==> config.mk <==
export PLATFORM = sky130hd
export DESIGN_NAME = mult_div_unit
export DESIGN_NICKNAME = d
export VERILOG_FILES = /design/src/rtl/mult_div_unit_pkg.sv /design/src/rtl/mult_div_unit_iter_core.sv /design/src/rtl/mult_div_unit.sv
export SDC_FILE = /design/constraint.sdc
export NUM_CORES = 1
export LEC_CHECK = 0
export CAP_MARGIN = 10
export CORE_MARGIN = 2
export CORE_UTILIZATION = 25
export DETAILED_ROUTE_END_ITERATION = 7
export PLACE_DENSITY_LB_ADDON = 0.1
export SETUP_SLACK_MARGIN = 0.1
export SLEW_MARGIN = 20
export SYNTH_ARGS = -nofsm -noshare
export SYNTH_HDL_FRONTEND = slang
export SYNTH_SLANG_ARGS = --single-unit
==> constraint.sdc <==
create_clock -name clk -period 3.75 [get_ports clk]
set_input_delay 0.75 -clock clk [delete_from_list [all_inputs] [get_ports clk]]
set_output_delay 0.75 -clock clk [all_outputs]
set_load 0.05 [all_outputs]
==> src/rtl/mult_div_unit_pkg.sv <==
// -----------------------------------------------------------------------------
// mult_div_unit_pkg
// Shared definitions for the HI/LO multiply/divide unit:
//   - operation encodings (MULT, MULTU, DIV, DIVU)
//   - FSM state enumeration (IDLE, RUN, FIX)
//   - datapath width and iteration count
//   - small two's-complement helpers used for sign handling
// -----------------------------------------------------------------------------
package mult_div_unit_pkg;

    localparam int WIDTH      = 32;
    localparam int ITERATIONS = 32;
    localparam int CNT_W      = 5;

    // Counter value on which the final radix-2 iteration is performed.
    localparam logic [CNT_W-1:0] LAST_ITER = CNT_W'(ITERATIONS - 1);

    typedef enum logic [1:0] {
        OP_MULT  = 2'b00,
        OP_MULTU = 2'b01,
        OP_DIV   = 2'b10,
        OP_DIVU  = 2'b11
    } md_op_e;

    typedef enum logic [1:0] {
        IDLE = 2'b00,
        RUN  = 2'b01,
        FIX  = 2'b10
    } md_state_e;

    // Magnitude of a 32-bit operand; only negated when the op is signed.
    // 32'h8000_0000 maps onto itself, which is the correct unsigned magnitude.
    function automatic logic [WIDTH-1:0] mag32(input logic [WIDTH-1:0] v,
                                               input logic is_signed);
        logic [WIDTH-1:0] r;
        if (is_signed && v[WIDTH-1]) begin
            r = ~v + 32'd1;
        end else begin
            r = v;
        end
        return r;
    endfunction

    // Conditional two's-complement negate of a 32-bit value.
    function automatic logic [WIDTH-1:0] cneg32(input logic [WIDTH-1:0] v,
                                                input logic neg);
        logic [WIDTH-1:0] r;
        if (neg) begin
            r = ~v + 32'd1;
        end else begin
            r = v;
        end
        return r;
    endfunction

    // Conditional two's-complement negate of a 64-bit value.
    function automatic logic [2*WIDTH-1:0] cneg64(input logic [2*WIDTH-1:0] v,
                                                  input logic neg);
        logic [2*WIDTH-1:0] r;
        if (neg) begin
            r = ~v + 64'd1;
        end else begin
            r = v;
        end
        return r;
    endfunction

endpackage

==> src/rtl/mult_div_unit_iter_core.sv <==
// -----------------------------------------------------------------------------
// mdu_iter_core
// One radix-2 iteration step of the multiply/divide datapath (purely
// combinational; the working register lives in mult_div_unit).
//
// Working register layout (work_in / work_out, 64 bits):
//   multiply : {partial_product_hi[31:0], multiplier_remaining[31:0]}
//              step = add operand when LSB set, then shift right with carry
//   divide   : {partial_remainder[31:0], dividend_remaining/quotient[31:0]}
//              step = shift left, restoring trial subtract of operand,
//              quotient bit enters at LSB
//
// Ports:
//   is_div    in   1  select divide (1) or multiply (0) step
//   work_in   in  64  working register before the step
//   operand   in  32  multiplicand magnitude / divisor magnitude
//   work_out  out 64  working register after the step
// -----------------------------------------------------------------------------
module mdu_iter_core
    import mult_div_unit_pkg::*;
(
    input  logic                 is_div,
    input  logic [2*WIDTH-1:0]   work_in,
    input  logic [WIDTH-1:0]     operand,
    output logic [2*WIDTH-1:0]   work_out
);

    logic [WIDTH:0]   sum_s;
    logic [WIDTH:0]   rem_sh_s;
    logic [WIDTH-1:0] rem_sub_s;
    logic             ge_s;

    // Single shift-add or restoring subtract-shift step.
    always_comb begin
        sum_s     = 33'd0;
        rem_sh_s  = 33'd0;
        rem_sub_s = 32'd0;
        ge_s      = 1'b0;
        work_out  = work_in;

        // Partial remainder stays below the divisor, so after the shift it
        // needs 33 bits; the difference itself always fits back in 32.
        rem_sh_s  = {work_in[2*WIDTH-1:WIDTH], work_in[WIDTH-1]};
        ge_s      = (rem_sh_s >= {1'b0, operand});
        rem_sub_s = rem_sh_s[WIDTH-1:0] - operand;

        if (work_in[0]) begin
            sum_s = {1'b0, work_in[2*WIDTH-1:WIDTH]} + {1'b0, operand};
        end else begin
            sum_s = {1'b0, work_in[2*WIDTH-1:WIDTH]};
        end

        if (is_div) begin
            if (ge_s) begin
                work_out = {rem_sub_s, work_in[WIDTH-2:0], 1'b1};
            end else begin
                work_out = {rem_sh_s[WIDTH-1:0], work_in[WIDTH-2:0], 1'b0};
            end
        end else begin
            work_out = {sum_s, work_in[WIDTH-1:1]};
        end
    end

endmodule

==> src/rtl/mult_div_unit.sv <==
// -----------------------------------------------------------------------------
// mult_div_unit
// Iterative HI/LO multiply/divide unit with MTHI/MTLO write port and
// hazard-unit stall request. Operations run as IDLE -> RUN (32 radix-2
// iterations) -> FIX (sign correction, HI/LO write) -> IDLE.
//
// Optional build macro:
//   MDU_FAST_MULT_EN  MULT/MULTU computed in a single cycle (IDLE -> FIX);
//                     divides keep the iterative path.
//
// Ports:
//   clk            in   1  rising-edge clock
//   rst_n          in   1  asynchronous active-low reset
//   start_e        in   1  EX-stage mult/div issue
//   op_e           in   2  00 MULT, 01 MULTU, 10 DIV, 11 DIVU
//   src_a_e        in  32  multiplicand / dividend
//   src_b_e        in  32  multiplier / divisor
//   flush_e        in   1  squashes a same-cycle start_e
//   abort          in   1  cancels the in-flight operation
//   we_hi, we_lo   in   1  MTHI / MTLO write strobes (honoured in IDLE)
//   wdata          in  32  MTHI / MTLO data
//   hilo_access_d  in   1  decode-stage instruction touches HI/LO or MDU
//   hi, lo         out 32  architectural HI / LO
//   busy           out  1  operation in flight (RUN or FIX)
//   stall_md       out  1  busy AND hilo_access_d
//   done           out  1  one-cycle pulse after the HI/LO update edge
// -----------------------------------------------------------------------------
module mult_div_unit
    import mult_div_unit_pkg::*;
(
    input  logic             clk,
    input  logic             rst_n,
    input  logic             start_e,
    input  logic [1:0]       op_e,
    input  logic [WIDTH-1:0] src_a_e,
    input  logic [WIDTH-1:0] src_b_e,
    input  logic             flush_e,
    input  logic             abort,
    input  logic             we_hi,
    input  logic             we_lo,
    input  logic [WIDTH-1:0] wdata,
    input  logic             hilo_access_d,
    output logic [WIDTH-1:0] hi,
    output logic [WIDTH-1:0] lo,
    output logic             busy,
    output logic             stall_md,
    output logic             done
);

    md_state_e          state_r;
    md_state_e          state_nxt_s;
    logic               accept_s;
    logic               commit_s;
    logic               iter_s;

    logic [CNT_W-1:0]   cnt_r;
    md_op_e             op_r;
    logic [WIDTH-1:0]   operand_r;
    logic [2*WIDTH-1:0] work_r;
    logic               res_neg_r;
    logic               rem_neg_r;
    logic               div_zero_r;
    logic [WIDTH-1:0]   hi_r;
    logic [WIDTH-1:0]   lo_r;
    logic               busy_r;
    logic               done_r;

    logic               in_signed_s;
    logic               a_neg_s;
    logic               b_neg_s;
    logic [WIDTH-1:0]   a_mag_s;
    logic [WIDTH-1:0]   b_mag_s;
    logic [2*WIDTH-1:0] step_s;
    logic [2*WIDTH-1:0] mul_res_s;
    logic [WIDTH-1:0]   quo_s;
    logic [WIDTH-1:0]   rem_s;
    logic [WIDTH-1:0]   hi_fix_s;
    logic [WIDTH-1:0]   lo_fix_s;
`ifdef MDU_FAST_MULT_EN
    logic [2*WIDTH-1:0] fast_prod_s;
`endif

    // Operand magnitudes and signs for the issuing operation (MULT/DIV signed).
    always_comb begin
        in_signed_s = ~op_e[0];
        a_neg_s     = in_signed_s & src_a_e[WIDTH-1];
        b_neg_s     = in_signed_s & src_b_e[WIDTH-1];
        a_mag_s     = mag32(src_a_e, in_signed_s);
        b_mag_s     = mag32(src_b_e, in_signed_s);
    end

`ifdef MDU_FAST_MULT_EN
    // Full single-cycle unsigned product of the magnitudes.
    always_comb begin
        fast_prod_s = {32'd0, a_mag_s} * {32'd0, b_mag_s};
    end
`endif

    mdu_iter_core u_iter_core (
        .is_div   (op_r[1]),
        .work_in  (work_r),
        .operand  (operand_r),
        .work_out (step_s)
    );

    // Sign correction of the finished magnitude result; a zero divisor
    // forces an all-ones quotient while the remainder path returns the
    // dividend itself.
    always_comb begin
        mul_res_s = cneg64(work_r, res_neg_r);
        rem_s     = cneg32(work_r[2*WIDTH-1:WIDTH], rem_neg_r);
        if (div_zero_r) begin
            quo_s = 32'hFFFF_FFFF;
        end else begin
            quo_s = cneg32(work_r[WIDTH-1:0], res_neg_r);
        end
        if (op_r[1]) begin
            hi_fix_s = rem_s;
            lo_fix_s = quo_s;
        end else begin
            hi_fix_s = mul_res_s[2*WIDTH-1:WIDTH];
            lo_fix_s = mul_res_s[WIDTH-1:0];
        end
    end

    // FSM next-state and control decode; abort overrides RUN and FIX.
    always_comb begin
        state_nxt_s = state_r;
        accept_s    = 1'b0;
        commit_s    = 1'b0;
        iter_s      = 1'b0;
        case (state_r)
            IDLE: begin
                if (start_e && !flush_e) begin
                    accept_s = 1'b1;
`ifdef MDU_FAST_MULT_EN
                    if (op_e[1]) begin
                        state_nxt_s = RUN;
                    end else begin
                        state_nxt_s = FIX;
                    end
`else
                    state_nxt_s = RUN;
`endif
                end else begin
                    state_nxt_s = IDLE;
                end
            end
            RUN: begin
                if (abort) begin
                    state_nxt_s = IDLE;
                end else begin
                    iter_s = 1'b1;
                    if (cnt_r == LAST_ITER) begin
                        state_nxt_s = FIX;
                    end else begin
                        state_nxt_s = RUN;
                    end
                end
            end
            FIX: begin
                if (abort) begin
                    state_nxt_s = IDLE;
                end else begin
                    commit_s    = 1'b1;
                    state_nxt_s = IDLE;
                end
            end
            default: begin
                state_nxt_s = IDLE;
            end
        endcase
    end

    // FSM state register.
    always_ff @(posedge clk or negedge rst_n) begin
        if (!rst_n) begin
            state_r <= IDLE;
        end else begin
            state_r <= state_nxt_s;
        end
    end

    // Operand latch on accept, then one iteration per RUN cycle.
    always_ff @(posedge clk or negedge rst_n) begin
        if (!rst_n) begin
            cnt_r      <= 5'd0;
            op_r       <= OP_MULT;
            operand_r  <= 32'd0;
            work_r     <= 64'd0;
            res_neg_r  <= 1'b0;
            rem_neg_r  <= 1'b0;
            div_zero_r <= 1'b0;
        end else if (accept_s) begin
            cnt_r      <= 5'd0;
            op_r       <= md_op_e'(op_e);
            res_neg_r  <= a_neg_s ^ b_neg_s;
            rem_neg_r  <= a_neg_s;
            div_zero_r <= op_e[1] & (src_b_e == 32'd0);
            if (op_e[1]) begin
                operand_r <= b_mag_s;
                work_r    <= {32'd0, a_mag_s};
            end else begin
                operand_r <= a_mag_s;
`ifdef MDU_FAST_MULT_EN
                work_r    <= fast_prod_s;
`else
                work_r    <= {32'd0, b_mag_s};
`endif
            end
        end else if (iter_s) begin
            work_r <= step_s;
            cnt_r  <= cnt_r + 5'd1;
        end
    end

    // Architectural HI/LO: result commit, or MTHI/MTLO when idle and not starting.
    always_ff @(posedge clk or negedge rst_n) begin
        if (!rst_n) begin
            hi_r <= 32'd0;
            lo_r <= 32'd0;
        end else if (commit_s) begin
            hi_r <= hi_fix_s;
            lo_r <= lo_fix_s;
        end else if ((state_r == IDLE) && !accept_s) begin
            if (we_hi) begin
                hi_r <= wdata;
            end
            if (we_lo) begin
                lo_r <= wdata;
            end
        end
    end

    // Registered status: busy tracks RUN/FIX, done pulses after the commit edge.
    always_ff @(posedge clk or negedge rst_n) begin
        if (!rst_n) begin
            busy_r <= 1'b0;
            done_r <= 1'b0;
        end else begin
            busy_r <= (state_nxt_s != IDLE);
            done_r <= commit_s;
        end
    end

    assign hi       = hi_r;
    assign lo       = lo_r;
    assign busy     = busy_r;
    assign done     = done_r;
    assign stall_md = busy_r & hilo_access_d;

endmodule
==> reports/metrics.csv, run 1 <==
stage;metric;value;unit
timing;relSlewSlack;38.59;%
logic_synthesis;syn_area_per_cell;7.847;um2
clock_network;root_buffer;clkbuf_16;
place;post-place-ws;-0.02687;ns
clock_network;ctsResizeCount;1;
timing;finalWorstSetupSlack;0.2929;ns
timing;finalSetupViolCount;0;
job;max_cap_violations;0;
timing;finClkSkew;0.02171;ns
timing;drv_slew;0;
worst_hold_path;hold_path.class;in2async;
global_route;track_usage;21.92;%
clock_network;htree_levels;4;
timing;post-route-period-util;92.19;%
logic_synthesis;synth_seq_cells;173;
detailed_routing;ant_nets;0;
logic_synthesis;ys_seq_area_share;28.09;%
floorplanning;dieWidth;252.3;um
timing;setup_tns;0;ns
logic_synthesis;yosysUniqueCellTypes;81;
logic_synthesis;synth_edf_count;0;
floorplanning;core_area;61370;um2
timing;final_hold_viol_count;0;
final_layout;n_antenna_cell;0;
place;place_area;18690;um2
detailed_routing;dr.pass1.iters;5;
global_route;grt_overflow;0;
logic_synthesis;synth_ff_type;dfrtp_1;
final_layout;final_cell_area;19320;um2
logic_synthesis;yosysTopAreaCell;dfrtp_1;
floorplanning;die-area;63650;um2
place;hpwl;56270;um
detailed_routing;wl_per_cell;23.71;um
logic_synthesis;synthTopCellsByArea;dfrtp_1 28%, nand2_1 6.5%, ha_1 5.7%;
detailed_routing;totalWireLength;70000;um
timing;rsz0062_at_grt;false;
logic_synthesis;yosys.area.top_type_share;28.09;%
final_layout;final_cells;2952;
clock_network;cts_hold_buf;0;
timing;fmax;0.2893;GHz
logic_synthesis;synthTopCellsByCount;268 x nand2_1, 173 x dfrtp_1, 169 x o21ai_0;
detailed_routing;drc;0;
final_layout;area_growth;25.36;%
logic_synthesis;async_reset_ff_share;100.0;%
place;place_congestion;0.8875;
timing;tightestPinTransition;0.9142;ns
place;dp_cells;2921;
final_layout;drive_gt1_share;9.251;%
setup_path;start_kind;register;
clock_network;postCtsSetupBuffers;0;
clock_network;cts_tree;yes;
setup_path;cp_max_fo;5;
setup_path;crit_required;4.14;ns
logic_synthesis;yosysMostFrequentCell;nand2_1;
floorplanning;fp-row-count;91;
global_route;grt_pass1_wl;102600;um
clock_network;cts_sinks;173;
setup_path;path_class;reg2reg;
power_and_ir_drop;p_total;14.07;mW
floorplanning;die_h;252.3;um
logic_synthesis;syn_inst;1964;
timing;fin_crit;3.457;ns
detailed_routing;drt_iter0_drc;1175;
floorplanning;io_pins;173;
detailed_routing;viasPerCell;5.321;
clock_network;clock_path_buffers;2;
setup_path;arrival;3.84;ns
logic_synthesis;yosysWarnings;0;
floorplanning;start_util;25.11;%
power_and_ir_drop;ir_drop;0.4375;mV
run_status;outcome;finished clean;
global_route;grt_max_degree;76;
global_route;grt_pass1_vias;15262;
clock_network;clkTransAtPathRegs;0.08;ns
power_and_ir_drop;p_leak;8.146;nW
clock_network;clk_latency;0.50;ns
detailed_routing;vias;15708;
setup_path;setup.worst_path.end_class;register;
power_and_ir_drop;p_per_area;728.2;nW/um2
logic_synthesis;synth.cell_area;15410;um2
final_layout;fin_nets;2328;
place;port_buffers;172;
logic_synthesis;syn_nets;2142;
clock_network;cts_buffers;17;
global_route;antenna_found_initial;1;
critical path: stages (launching register included):
cell and delay, ns:
dfrtp_1 0.47, ha_1 0.38, a21oi_1 0.20, o21bai_1 0.09, a221oi_2 0.35, buf_4 0.17
a21oi_1 0.16, or2_2 0.35, a2111oi_0 0.38, buf_4 0.18, nor2_1 0.03, o31a_1 0.31
o31ai_1 0.25
per-stage QoR:
| step | hold slack [ns] | util, % |
|---|---|---|
| after CTS | 0.3403 | 31.43 |
| after global placement | 0.4908 | 30.46 |
| after detailed placement | 0.4911 | 30.46 |
| final | 0.3005 | 31.48 |
| after floorplan | 0.4544 | - |
| after global routing | 0.3445 | 31.48 |
path summary, 6_finish.rpt:
kind                                  from       endpoint  slack (ns)  depth (start not counted)
max in group asynchronous            rst_n  operand_r[24]        2.51                          2
worst min register to register    cnt_r[4]       cnt_r[4]        0.51                          1
worst min-delay path                 rst_n          hi[5]        0.30                          1
min in group clk                  cnt_r[4]       cnt_r[4]        0.51                          1
worst max-delay path            work_r[40]     work_r[60]        0.29                         12
worst max register to register  work_r[40]     work_r[60]        0.29                         12
layout make-up:
type | count | area [um2]
clock inverter | 13 | 148.9
fill | 6588 | 42050
clock buffer | 18 | 439.2
inverter | 72 | 270.3
sequential | 173 | 4333
timing repair buffer | 296 | 2764
tap | 790 | 988.4
multi-input combinational | 1590 | 10380
cell families after synthesis:
| group | Yosys count | share of synthesized area (%) |
|---|---|---|
| fa+ha+maj | 72 | 5.943 |
| xor+xnor | 167 | 9.490 |
| simple gates | 620 | 18.97 |
| flops | 173 | 28.09 |
| compound gates | 645 | 26.89 |
| mux | 86 | 5.642 |
| buf+inv | 201 | 4.976 |
routing by layer:
metal	share of wire, %	global-route usage (%)
met4	3.5	8.385
met2	45	34.45
met3	4.8	3.429
met1	47	30.13
met5	0.017	0
power by group:
group | internal (mW) | switching (mW)
sequential | 2.34 | 0.610
combinational | 3.55 | 5.66
clock | 0.957 | 0.943
total | 6.85 | 7.22
state kept, by name, indices dropped and copies added, names as in the netlist:
signal,flops
div_zero_r,1
op_r,1
state_r,2
res_neg_r,1
work_r,64
cnt_r,5
operand_r,32
lo,32
done,1
rem_neg_r,1
busy,1
hi,32
cells in the final DEF (no fill, tap or decap), drive strengths merged, types with 12 or more instances in the layout:
cell	count
a21o	33
a211oi	28
o21a	15
nand2	268
buf	126
clkdlybuf4s50	170
xnor2	81
or4	16
mux2i	79
or3	12
a31oi	29
and3	16
clkbuf	18
o21ai	178
nand2b	12
a22o	17
inv	77
nand3	31
xor2	86
nor2b	25
o31ai	21
o211ai	54
dfrtp	173
ha	70
nor2	135
a32oi	25
nor4	14
a21oi	155
nor3	43
Power figures use the tool's default switching activity.
==> run 2: changes to the inputs <==
--- a/config.mk
+++ b/config.mk
@@ -10,6 +10,7 @@
 export CORE_UTILIZATION = 25
 export DETAILED_ROUTE_END_ITERATION = 7
 export PLACE_DENSITY_LB_ADDON = 0.1
+export REMOVE_ABC_BUFFERS = 1
 export SETUP_SLACK_MARGIN = 0.1
 export SLEW_MARGIN = 20
 export SYNTH_ARGS = -nofsm -noshare
==> reports/metrics.csv, run 2 (same netlist as run 1, synthesis figures left out) <==
stage;metric;value;unit;change
timing;relSlewSlack;36.31;%;-2.3 points
detailed_routing;viasPerCell;5.268;;-1.0%
power_and_ir_drop;internal-power;6.795;mW;-0.82%
global_route;track_usage;21.66;%;-0.26 points
power_and_ir_drop;p_leak;8.158;nW;+0.15%
setup_path;setup.worst_path.end_class;register;;
clock_network;clkTransAtPathRegs;0.08;ns;about the same
timing;drv_slew;0;;unchanged
floorplanning;die_h;252.3;um;unchanged
final_layout;final_cell_area;19340;um2;about the same
final_layout;area_growth;25.47;%;about the same
power_and_ir_drop;comb_power_share;64.7;%;-0.8 points
place;port_buffers;172;;unchanged
floorplanning;die-area;63650;um2;unchanged
final_layout;final_cells;2962;;+0.34%
clock_network;htree_levels;4;;unchanged
clock_network;clock_path_buffers;2;;unchanged
detailed_routing;vias;15603;;-0.67%
timing;finalSetupViolCount;0;;unchanged
final_layout;nFillCells;6566;;-0.33%
timing;fmax;0.2975;GHz;+2.8%
timing;post-route-period-util;89.64;%;-2.6 points
power_and_ir_drop;p_total;13.96;mW;-0.74%
setup_path;crit_required;4.13;ns;about the same
final_layout;regMostFlops;work_r;;
clock_network;cts_sinks;173;;unchanged
timing;rsz0062_at_grt;false;;
clock_network;ctsResizeCount;0;;-1
clock_network;cts_buffers;17;;unchanged
clock_network;cts_tree;yes;;
power_and_ir_drop;ir_drop;0.4350;mV;-0.56%
job;max_cap_violations;0;;unchanged
floorplanning;fp-row-count;91;;unchanged
detailed_routing;dr.pass1.iters;7;;+2
place;place_area;18710;um2;about the same
place;dp_cells;2928;;+0.24%
timing;setup_tns;0;ns;unchanged
clock_network;clk_latency;0.50;ns;about the same
clock_network;postCtsSetupBuffers;0;;unchanged
final_layout;largest_reg_flops;64;;unchanged
timing;tightestPinTransition;0.9554;ns;+0.04119 ns
final_layout;drive_gt1_share;9.401;%;+0.15 points
clock_network;cts_hold_buf;0;;unchanged
detailed_routing;drt_iter0_drc;1143;;-2.7%
place;post-place-ws;0.1851;ns;+0.2120 ns
floorplanning;io_pins;173;;unchanged
setup_path;cp_max_fo;8;;+3
final_layout;final_common_cell;nand2_1;;
detailed_routing;totalWireLength;68530;um;-2.1%
detailed_routing;drc;0;;unchanged
global_route;grt_pass1_wl;102300;um;-0.24%
final_layout;post-route-util;31.51;%;about the same
power_and_ir_drop;power.share.clock;13.6;%;about the same
place;place_congestion;0.8735;;-1.6%
detailed_routing;ant_nets;0;;unchanged
global_route;grt_overflow;0;;unchanged
timing;final_hold_viol_count;0;;unchanged
floorplanning;dieWidth;252.3;um;unchanged
run_status;outcome;finished clean;;
setup_path;crit_path_max_incr_delay;0.61;ns;+0.14 ns
clock_network;root_buffer;clkbuf_16;;
power_and_ir_drop;p_switching;7.169;mW;-0.67%
power_and_ir_drop;p_per_area;722.1;nW/um2;-0.83%
final_layout;fin_nets;2335;;+0.30%
power_and_ir_drop;seq_power_share;21.7;%;+0.7 points
global_route;antenna_found_initial;3;;+2
power_and_ir_drop;switching_share;51.34;%;about the same
timing;hold_ws;0.2811;ns;-0.01941 ns
setup_path;crit_slowest_cell;or4_4;;
floorplanning;start_util;25.11;%;unchanged
timing;finalWorstSetupSlack;0.3886;ns;+0.09567 ns
setup_path;path_cells;or4_4 > nor4b_4 > nand4_4 > o21a_1 > o41a_1 > nor4b_2 > nor2_1 > xnor2_1 > buf_4 > a21oi_1;;
place;hpwl;54170;um;-3.7%
setup_path;path_class;reg2reg;;
detailed_routing;wl_per_cell;23.14;um;-2.4%
global_route;grt_pass1_vias;15518;;+1.7%
timing;fin_crit;3.361;ns;-0.09567 ns
final_layout;final_cell_mix;266 x nand2_1, 172 x dfrtp_1, 170 x clkdlybuf4s50_1, 169 x o21ai_0, 152 x a21oi_1;;
setup_path;arrival;3.74;ns;-0.10 ns
worst_hold_path;hold_path.class;in2async;;
setup_path;start_kind;register;;
floorplanning;core_area;61370;um2;unchanged
timing;finClkSkew;0.01893;ns;-0.002781 ns
global_route;grt_max_degree;78;;+2.6%
-- run 2: layout make-up --
type                       count  area (um2)  share of cell area [%]
clock inverter                15       190.2                  0.9834
tap                          790       988.4                   5.111
multi-input combinational   1590       10340                   53.49
clock buffer                  17       425.4                   2.200
inverter                      72       270.3                   1.398
timing repair buffer         303        2781                   14.38
sequential                   173        4333                   22.41
antenna                        2       5.005                 0.02588
-- run 2: final timing paths --
kind	start	to	slack, ns	cells after the start
max	work_r[14]	hi[15]	0.39	10
min	rst_n	hi[8]	0.28	1
max reg2reg	work_r[14]	hi[15]	0.39	10
min reg2reg	cnt_r[4]	cnt_r[4]	0.51	1
max in group asynchronous	rst_n	work_r[54]	2.65	2
min in group clk	cnt_r[4]	cnt_r[4]	0.51	1
-- run 2: worst max-delay path: cells and delay by family, from the launching register on --
kind	cells	cell delay [ns]
xor+xnor	1	0.24
simple gates	5	1.60
flops	1	0.48
buf+inv	1	0.18
compound gates	3	0.73
-- run 2: per-layer routing --
metal	track usage (%)	vias to the layer above	wire length, um
li1	-	7522	-
met2	34.90	419	31490
met5	0	-	0
met3	3.316	58	3054
met1	29.81	7604	32470
met4	6.475	0	1508
-- run 2: power by group through the flow --
stage / registers, mW / logic (mW) / clock network [mW]
after floorplan: 3.48 / 5.02 / 0
after global placement: 3.07 / 8.96 / 0
after detailed placement: 3.06 / 8.94 / 0
after CTS: 3.03 / 8.98 / 1.96
after global routing: 3.10 / 9.88 / 2.04
final: 3.03 / 9.03 / 1.90
==> run 3: changes to the inputs <==
--- a/config.mk
+++ b/config.mk
@@ -6,9 +6,11 @@
 export NUM_CORES = 1
 export LEC_CHECK = 0
 export CAP_MARGIN = 10
+export CORE_ASPECT_RATIO = 1.4
 export CORE_MARGIN = 2
 export CORE_UTILIZATION = 25
 export DETAILED_ROUTE_END_ITERATION = 7
+export GPL_ROUTABILITY_DRIVEN = 0
 export PLACE_DENSITY_LB_ADDON = 0.1
 export REMOVE_ABC_BUFFERS = 1
 export SETUP_SLACK_MARGIN = 0.1
==> constraint.sdc (replaced) <==
create_clock -name clk -period 3 [get_ports clk]
set_input_delay 0.6 -clock clk [delete_from_list [all_inputs] [get_ports clk]]
set_output_delay 0.6 -clock clk [all_outputs]
set_load 0.05 [all_outputs]
==> reports/metrics.csv, run 3 (same netlist as run 1, synthesis figures left out) <==
stage;metric;value;unit;change
final_layout;final_cell_mix;424 x buf_4, 247 x nand2_1, 166 x clkdlybuf4s50_1, 164 x dfrtp_1, 149 x o21ai_0;;
final_layout;final_cell_area;23090;um2;+19%
detailed_routing;met1Wirelength;28910;um;-11%
final_layout;n_antenna_cell;0;;-2
timing;relSlewSlack;52.67;%;+16 points
final_layout;final_common_cell;buf_4;;
clock_network;clk_latency;0.47;ns;-0.03 ns
place;place_area;20900;um2;+12%
timing;post-route-period-util;100.8;%;+11 points
detailed_routing;totalWireLength;73500;um;+7.3%
timing;rsz0062_at_grt;true;;
detailed_routing;wl_per_cell;22.16;um;-4.2%
final_layout;fin_nets;2665;;+14%
final_layout;regMostFlops;work_r;;
setup_path;timing.rr.start;work_r[32];;
power_and_ir_drop;power.share.clock;10.4;%;-3.2 points
clock_network;htree_levels;4;;unchanged
global_route;antenna_found_initial;3;;unchanged
detailed_routing;wl_met2;38190;um;+21%
floorplanning;core_area;60910;um2;-0.74%
clock_network;cts_sinks;173;;unchanged
clock_network;cts_buffers;17;;unchanged
detailed_routing;wl_met3;2348;um;-23%
power_and_ir_drop;p_total;21.71;mW;+55%
job;max_cap_violations;0;;unchanged
final_layout;area_growth;49.79;%;
floorplanning;die_h;297.8;um;+18%
power_and_ir_drop;p_per_area;940.5;nW/um2;+30%
floorplanning;dieWidth;213.8;um;-15%
timing;tightestPinTransition;0.7099;ns;-0.2455 ns
detailed_routing;ant_nets;0;;unchanged
clock_network;root_buffer;clkbuf_16;;
power_and_ir_drop;comb_power_share;73.1;%;+8.4 points
place;hpwl;58540;um;+8.1%
place;dp_cells;3233;;+10%
setup_path;setup.worst_path.end_class;register;;
timing;fin_crit;3.025;ns;-0.3368 ns
power_and_ir_drop;switching_share;47.67;%;-3.7 points
timing;finalWorstSetupSlack;-0.02462;ns;-0.4132 ns
global_route;grt_overflow;0;;unchanged
setup_path;path_class;reg2reg;;
final_layout;final_cells;3316;;+12%
timing;finalSetupViolCount;5;;+5
detailed_routing;dr.pass1.iters;5;;-2
timing;final_hold_viol_count;0;;unchanged
setup_path;arrival;3.40;ns;-0.34 ns
detailed_routing;viasPerCell;5.134;;-2.5%
setup_path;cp-endpoint;work_r[61];;
floorplanning;start_util;25.30;%;+0.19 points
timing;drv_slew;0;;unchanged
detailed_routing;drt_iter0_drc;1167;;+2.1%
final_layout;drive_gt1_share;28.01;%;+19 points
power_and_ir_drop;internal-power;11.36;mW;+67%
setup_path;start_kind;register;;
setup_path;reg2reg_slack;-0.02;ns;-0.41 ns
floorplanning;io_pins;173;;unchanged
floorplanning;fp-row-count;107;;+18%
global_route;grt_max_degree;72;;-7.7%
run_status;outcome;complete, but fails checks;;
floorplanning;die-area;63680;um2;about the same
clock_network;cts_tree;yes;;
detailed_routing;vias;17023;;+9.1%
setup_path;startpoint;work_r[32];;
worst_hold_path;hold_path.class;in2async;;
run_status;violations;setup timing;;
place;port_buffers;172;;unchanged
detailed_routing;top_layer;met4;;
power_and_ir_drop;ir_drop;0.6552;mV;+51%
power_and_ir_drop;p_leak;10.04;nW;+23%
setup_path;cp_max_fo;3;;-5
timing;fmax;0.3306;GHz;+11%
timing;finClkSkew;0.01789;ns;-0.001042 ns
setup_path;r2r_cells;13;;+3
setup_path;crit_required;3.37;ns;-0.76 ns
global_route;grt_pass1_vias;17120;;+10%
clock_network;clkTransAtPathRegs;0.08;ns;about the same
timing;hold_ws;0.1367;ns;-0.1444 ns
global_route;grt_pass1_wl;108100;um;+5.7%
clock_network;clock_path_buffers;2;;unchanged
setup_path;reg2reg_to;work_r[61];;
global_route;track_usage;22.94;%;+1.3 points
power_and_ir_drop;p_switching;10.35;mW;+44%
power_and_ir_drop;seq_power_share;16.5;%;-5.2 points
detailed_routing;drc;0;;unchanged
final_layout;largest_reg_flops;64;;unchanged
==> run 3: cell count changes in the layout (fill, tap and decap cells not counted), sizes merged <==
cell | previous run | this run
buf | 132 | 463
clkinv | 9 | 3
clkdlybuf4s50 | 170 | 166
dlymetal6s2s | 0 | 3
clkbuf | 18 | 20
diode | 2 | 0
inv | 77 | 79
clkinvlp | 1 | 2
==> run 3: final cells by class <==
class                           count  area [um2]
Sequential cell                   173        4343
Clock inverter                     12       122.6
Clock buffer                       19       432.9
Tap cell                          817        1022
Multi-Input combinational cell   1590       11420
Fill cell                        6316       37830
Timing Repair Buffer              633        5469
Inverter                           72       272.8
==> run 3: metal layers <==
layer	vias up	track usage, %
met4	0	12.07
met3	125	2.351
li1	8169	-
met5	-	0
met1	8295	26.14
met2	434	41.58
==> run 3: worst min-delay path by stage <==
stage	startpoint	to	slack, ns	cells after the start
6_report	rst_n	work_r[4]	0.14	1
5_1_grt	rst_n	work_r[4]	0.18	1
4_1_cts	rst_n	work_r[4]	0.17	1
3_5_place_dp	cnt_r[4]	cnt_r[4]	0.50	1
3_3_place_gp	cnt_r[4]	cnt_r[4]	0.49	1
2_1_floorplan	rst_n	busy	0.30	0
==> run 3: repair_timing <==
action,4_1_cts,5_1_grt
cloned,0,0
gates resized for setup,159,113
buffers inserted,30,23
hold buffers,0,0
pin swaps,81,75
endpoints found under the setup margin,53,71
==> run 3: critical path, cell delays in order, from the launching register on <==
cell      delay [ns]
dfrtp_1         0.41
ha_2            0.20
inv_2           0.05
fa_2            0.19
nor2b_2         0.05
o2111a_1        0.25
or4b_4          0.54
nand4_1         0.25
buf_4           0.18
a21oi_4         0.06
o22ai_2         0.16
mux2i_1         0.24
a211oi_1        0.10
a311oi_1        0.24
==> run 3: per-stage QoR <==
| stage | utilization, % | setup TNS, ns | worst slack (ns) |
|---|---|---|---|
| 5_1_grt | 37.90 | -1.296 | -0.1319 |
| 2_1_floorplan | - | -189.93 | -3.055 |
| 3_5_place_dp | 34.32 | -13.80 | -0.3629 |
| 4_1_cts | 36.77 | -0.03979 | -0.03359 |
| 6_report | 37.90 | -0.06016 | -0.02462 |
| 3_3_place_gp | 34.32 | -11.99 | -0.3959 |
==> run 3: power by group through the flow <==
stage | combinational [mW] | clock [mW] | sequential, mW
floorplan | 6.28 | 0 | 4.35
global placement | 13.5 | 0 | 3.61
detailed placement | 13.5 | 0 | 3.62
CTS | 15.0 | 2.32 | 3.58
global route | 17.1 | 2.40 | 3.65
finish | 15.9 | 2.26 | 3.58
==> variant 1: new RTL, settings of run 1 <==
Change the package constant `CNT_W` from 5 to 7.
--- a/src/rtl/mult_div_unit_pkg.sv
+++ b/src/rtl/mult_div_unit_pkg.sv
@@ -11,5 +11,5 @@
     localparam int WIDTH      = 32;
     localparam int ITERATIONS = 32;
-    localparam int CNT_W      = 5;
+    localparam int CNT_W      = 7;
 
     // Counter value on which the final radix-2 iteration is performed.
Check against the original RTL: same outputs for any inputs over 4 cycles, from zero or initial values and one cycle with rst_n low; that may be too few to reach the edited logic, so the function may still have changed.
==> variant 1 against run 1 <==
  * Sequential cell count rose by 2
  * Design area fell by 0.55%
  * Combinational power shrank 2%
  * Sequential share of layout area up 0.37 points
  * Utilization shrank 0.17 points
  * Routed wire length is 2.9% lower
  * Critical path type unchanged
  * Non-clock buffer count decreased by 16
  * Largest power group unchanged
  * Critical endpoint is now work_r[44]$_DFFE_PN0P_
  * Highest routed layer is now met4
  * Clock power grew 5%
  * Fmax fell by 1.2%
  * Total power increased by 0.37%
  * Area after synthesis is 0.21% higher
  * Setup slack got worse by 0.042 ns
  * Via count fell by 1.7%
==> variant 1: results (changes against run 1) <==
| Metric | Value |
|---|---|
| Clk buf depth | 2 (unchanged) |
| Clk slew on worst S/H paths | 0.07 ns |
| WL per Instance | 23.1 um (-2.8%) |
| Number of diodes | 0 (unchanged) |
| Synth async-reset ratio | 1.00 (unchanged) |
| Met3 Use GR | 0.0264 (-0.00793) |
| Mapped Nets | 2,147 (+0.23%) |
| Setup_tns | 0 ns (unchanged) |
| Resize count post-CTS | 0 (-1) |
| Peak VDD IR | 0.371 mV (-15%) |
| Postcts setup bufs | 0 (unchanged) |
| Global-route wire length before repair | 101,000 um (-1.8%) |
| Clock root buffer | clkbuf_16 |
| CP max stage delay | 0.39 ns (-0.08 ns) |
| Final #Nets | 2,323 (-0.21%) |
| Mux cell area share after synthesis | 0.0646 (+0.00814) |
| Met2 Resource Use GR | 0.347 (+0.00219) |
| Initial antenna violation count | 3 (+2) |
| GR Util All Layers | 0.213 (-0.00633) |
| Commonest cells post-synth | 265 x nand2_1, 184 x o21ai_0, 182 x a21oi_1, 175 x dfrtp_1, 146 x nor2_1 |
| Compound-Gate Fraction of Synth Area | 0.263 (-0.00608) |
| Slowest-stage cell, CP | dfrtp_1 |
| Ranking of synthesized cells by area | dfrtp_1 28%, nand2_1 6.4%, o21ai_0 6.0%, a21oi_1 5.9%, ha_1 5.6% |
| Via density | 5.24 (-1.6%) |
| Routed met2 length | 31,100 um (-1.4%) |
| Met1 usage in global routing | 0.296 (-0.00504) |
| Critical Path AT | 3.87 ns (+0.03 ns) |
| XOR/XNOR Fraction of Synth Area | 0.101 (+0.00604) |
| RD Place Congestion | 0.909 (+2.4%) |
| M1 WL | 32,600 um (about the same) |
| Final clock skew | 0.0155 ns (-0.00618 ns) |
| Iteration-0 DRC Markers | 1,230 (+4.7%) |
| Post-synthesis adder-cell area fraction | 0.0585 (-0.000935) |
| Seq/Total Area, Yosys | 0.284 (+0.00265) |
| H-tree depth | 4 (unchanged) |
| Crit Path Max Fanout | 20 (+15) |
| Worst slew margin | 0.422 (+0.0360) |
| Num CTS Buffers | 17 (unchanged) |
| Synth unique cells | 87 (+7.4%) |
| Max layer used | met4 |
| DP HPWL | 53,800 um (-4.4%) |
| Vias in the first global route | 15,100 (-0.80%) |
| TritonRoute pass-1 iters | 5 (unchanged) |
| LEAKAGE | 0.00808 uW (-0.84%) |
| WL met3 | 3120 um (-7.4%) |
| Largest net degree at the start of global routing | 82 (+7.9%) |
| Status | finished, final reports clean |
| Max reg flops | 64 (unchanged) |
| Synth warn | 0 (unchanged) |
| Layout cells sized above 1 | 0.0908 (-0.00172) |
==> variant 1: worst max-delay path, delay by kind of cell (launching register included) <==
family | cells | cell delay, ns
AND/OR/NAND/NOR | 2 | 0.44
adder cells (fa/ha/maj) | 1 | 0.30
flip-flops | 1 | 0.39
buffers and inverters | 2 | 0.52
AO/OA/AOI/OAI | 6 | 1.70
==> variant 1: metrics by stage <==
step | cells | setup WS (ns) | area [um^2] | hold slack [ns]
after detailed placement | 2917 | 0.130 | 18600 | 0.521
after global placement | 2917 | 0.136 | 18600 | 0.504
final | 2949 | 0.251 | 19200 | 0.305
after CTS | 2949 | 0.299 | 19200 | 0.334
after floorplan | 1970 | 0.809 | 15400 | 0.454
after global routing | 2949 | 0.0960 | 19200 | 0.364
==> variant 1: area by class of cell <==
class / count / area [um^2]
fill: 6608 / 42200
multi-input combinational: 1604 / 10400
sequential: 175 / 4380
timing repair buffer: 280 / 2610
tap: 790 / 988
clock buffer: 20 / 447
inverter: 68 / 255
clock inverter: 12 / 171
==> variant 1: report_power, final <==
group	switching (uW)	internal [uW]	total (uW)
logic	5590	3490	9080
clock network	916	1090	2000
registers	675	2360	3040
==> variant 1: final timing paths <==
check / start / endpoint / slack, ns / cells past startpoint
min: rst_n / lo[11]$_DFFE_PN0P_ / 0.31 / 1
max: operand_r[1]$_DFFE_PN0P_ / work_r[44]$_DFFE_PN0P_ / 0.25 / 11
min reg2reg: operand_r[7]$_DFFE_PN0P_ / operand_r[7]$_DFFE_PN0P_ / 0.52 / 2
max reg2reg: operand_r[1]$_DFFE_PN0P_ / work_r[44]$_DFFE_PN0P_ / 0.25 / 11
min in group clk: operand_r[7]$_DFFE_PN0P_ / operand_r[7]$_DFFE_PN0P_ / 0.52 / 2
max in group asynchronous: rst_n / work_r[60]$_DFFE_PN0P_ / 2.63 / 2
==> variant 2: new RTL, config.mk and constraints of run 1 <==
Without the edit above. Encoding of `md_state_e`: now one-hot (3 bits for 3 states).
--- a/src/rtl/mult_div_unit_pkg.sv
+++ b/src/rtl/mult_div_unit_pkg.sv
@@ -23,8 +23,8 @@
     } md_op_e;
 
-    typedef enum logic [1:0] {
-        IDLE = 2'b00,
-        RUN  = 2'b01,
-        FIX  = 2'b10
+    typedef enum logic [2:0] {
+        IDLE = 3'b001,
+        RUN  = 3'b010,
+        FIX  = 3'b100
     } md_state_e;
 
Check against the original RTL: same outputs for any inputs over 4 cycles, from zero or initial values and one cycle with rst_n low; so few cycles prove little.
==> variant 2 against run 1 <==
  * Design area is 1.6% higher
  * Sequential cell count grew 1
  * Combinational power down 41%
  * Setup slack got worse by 0.025 ns
  * Routed wire length increased by 3.9%
  * Total power is 28% lower
  * Global-route usage is 0.43 points higher
  * Area after synthesis increased by 2.0%
  * Critical endpoint is now work_r[62]$_DFFE_PN0P_
  * Largest cell class unchanged
==> variant 2: results (changes against run 1) <==
| Metric | Value |
|---|---|
| Critical path startpoint | work_r[31]$_DFFE_PN0P_ |
| RD Place Congestion | 0.892 (+0.50%) |
| Seq/Total Area, Yosys | 0.277 (-0.00372) |
| Layout cells sized above 1 | 0.107 (+0.0144) |
| Global-route wire length before repair | 106,000 um (+3.6%) |
| Commonest cells post-synth | 252 x nand2_1, 185 x o21ai_0, 175 x a21oi_1, 173 x dfrtp_1, 146 x nor2_1 |
| R2R Setup Slk | 0.27 ns (-0.02 ns) |
| R2r endpoint | work_r[62]$_DFFE_PN0P_ |
| Final #Nets | 2,372 (+1.9%) |
| Initial antenna violation count | 0 (-1) |
| Met1 usage in global routing | 0.313 (+0.0116) |
| Mux cell area share after synthesis | 0.0618 (+0.00537) |
| WL per Instance | 23.9 um (+0.63%) |
| Vias in the first global route | 15,700 (+2.9%) |
| Tcrit/Tclk final | 0.929 (+0.00663) |
| DP HPWL | 58,500 um (+4.0%) |
| Synth Instances | 2,005 (+2.1%) |
| Final wirelength | 72,700 um (+3.9%) |
| Final clock skew | 0.0192 ns (-0.00248 ns) |
| Routed met2 length | 32,700 um (+3.6%) |
| Slowest-stage cell, CP | fa_1 |
| Post-DP Area | 19,000 um^2 (+1.7%) |
| H-tree depth | 4 (unchanged) |
| Mapped Nets | 2,183 (+1.9%) |
| Worst setup endpoint | work_r[62]$_DFFE_PN0P_ |
| Clock root buffer | clkbuf_16 |
| TritonRoute pass-1 iters | 6 (+1) |
| Synth unique cells | 89 (+9.9%) |
| Critical Path AT | 3.88 ns (+0.04 ns) |
| Met3 Use GR | 0.0316 (-0.00266) |
| Post-synthesis adder-cell area fraction | 0.0583 (-0.00114) |
| Iteration-0 DRC Markers | 1,305 (+11%) |
| Compound-Gate Fraction of Synth Area | 0.265 (-0.00381) |
| Peak VDD IR | 0.289 mV (-34%) |
| Least-Margin Pin Slew | 0.886 ns (-0.0280 ns) |
| Resize count post-CTS | 0 (-1) |
| Ranking of synthesized cells by area | dfrtp_1 28%, nand2_1 6.0%, o21ai_0 5.9%, a21oi_1 5.6%, ha_1 5.6% |
| GR Util All Layers | 0.223 (+0.00427) |
| Met2 Resource Use GR | 0.355 (+0.0103) |
| M1 WL | 34,600 um (+6.1%) |
| Via density | 5.33 (+0.26%) |
| Status | finished, final reports clean |
| CP max stage delay | 0.41 ns (-0.06 ns) |
| Largest net degree at the start of global routing | 71 (-6.6%) |
| Max layer used | met4 |
| Number of cells on the worst reg-to-reg path | 12 (unchanged) |
| WL met3 | 3750 um (+11%) |
| LEAKAGE | 0.00823 uW (+1.0%) |
-- variant 2: cell types whose count changed after synthesis, moves of 11 or more --
cell	delta
o211ai_1	-25
mux2i_1	-18
nor2_1	+11
a22o_1	-11
a21oi_1	+22
o21ai_0	+16
nand2_1	-16
nor3_1	+14
nor2b_1	-15
a21o_1	-12
mux2_2	+25
-- variant 2: how the worst min path moves through the flow --
| stage | start | endpoint | slack [ns] |
|---|---|---|---|
| floorplan | rst_n | busy$_DFF_PN0_ | 0.45 |
| global placement | cnt_r[4]$_DFFE_PN0P_ | cnt_r[4]$_DFFE_PN0P_ | 0.50 |
| detailed placement | cnt_r[4]$_DFFE_PN0P_ | cnt_r[4]$_DFFE_PN0P_ | 0.50 |
| CTS | rst_n | res_neg_r$_DFFE_PN0P_ | 0.16 |
| global route | rst_n | res_neg_r$_DFFE_PN0P_ | 0.18 |
| finish | rst_n | lo[13]$_DFFE_PN0P_ | 0.16 |
-- variant 2: area by class of cell --
type | instances | area (um^2)
Tap cell | 837 | 1050
Sequential cell | 174 | 4360
Timing Repair Buffer | 299 | 2750
Clock inverter | 13 | 144
Multi-Input combinational cell | 1631 | 10600
Antenna cell | 3 | 7.51
Clock buffer | 19 | 433
Inverter | 71 | 267
Fill cell | 6650 | 42300
-- variant 2: report_power, final --
| part | switching (uW) | leakage, uW | internal, uW |
|---|---|---|---|
| registers | 527 | 0.00218 | 2270 |
| clock network | 953 | 0.000274 | 942 |
| logic | 3420 | 0.00578 | 2010 |
| total | 4910 | 0.00823 | 5220 |
-- variant 2: critical path, delay by kind of cell (launching register included) --
kind | cells | cell delay (ns)
muxes | 1 | 0.38
buffers and inverters | 2 | 0.14
DFF | 1 | 0.38
adders and majority gates | 2 | 0.58
AOI/OAI and AO/OA | 7 | 1.89
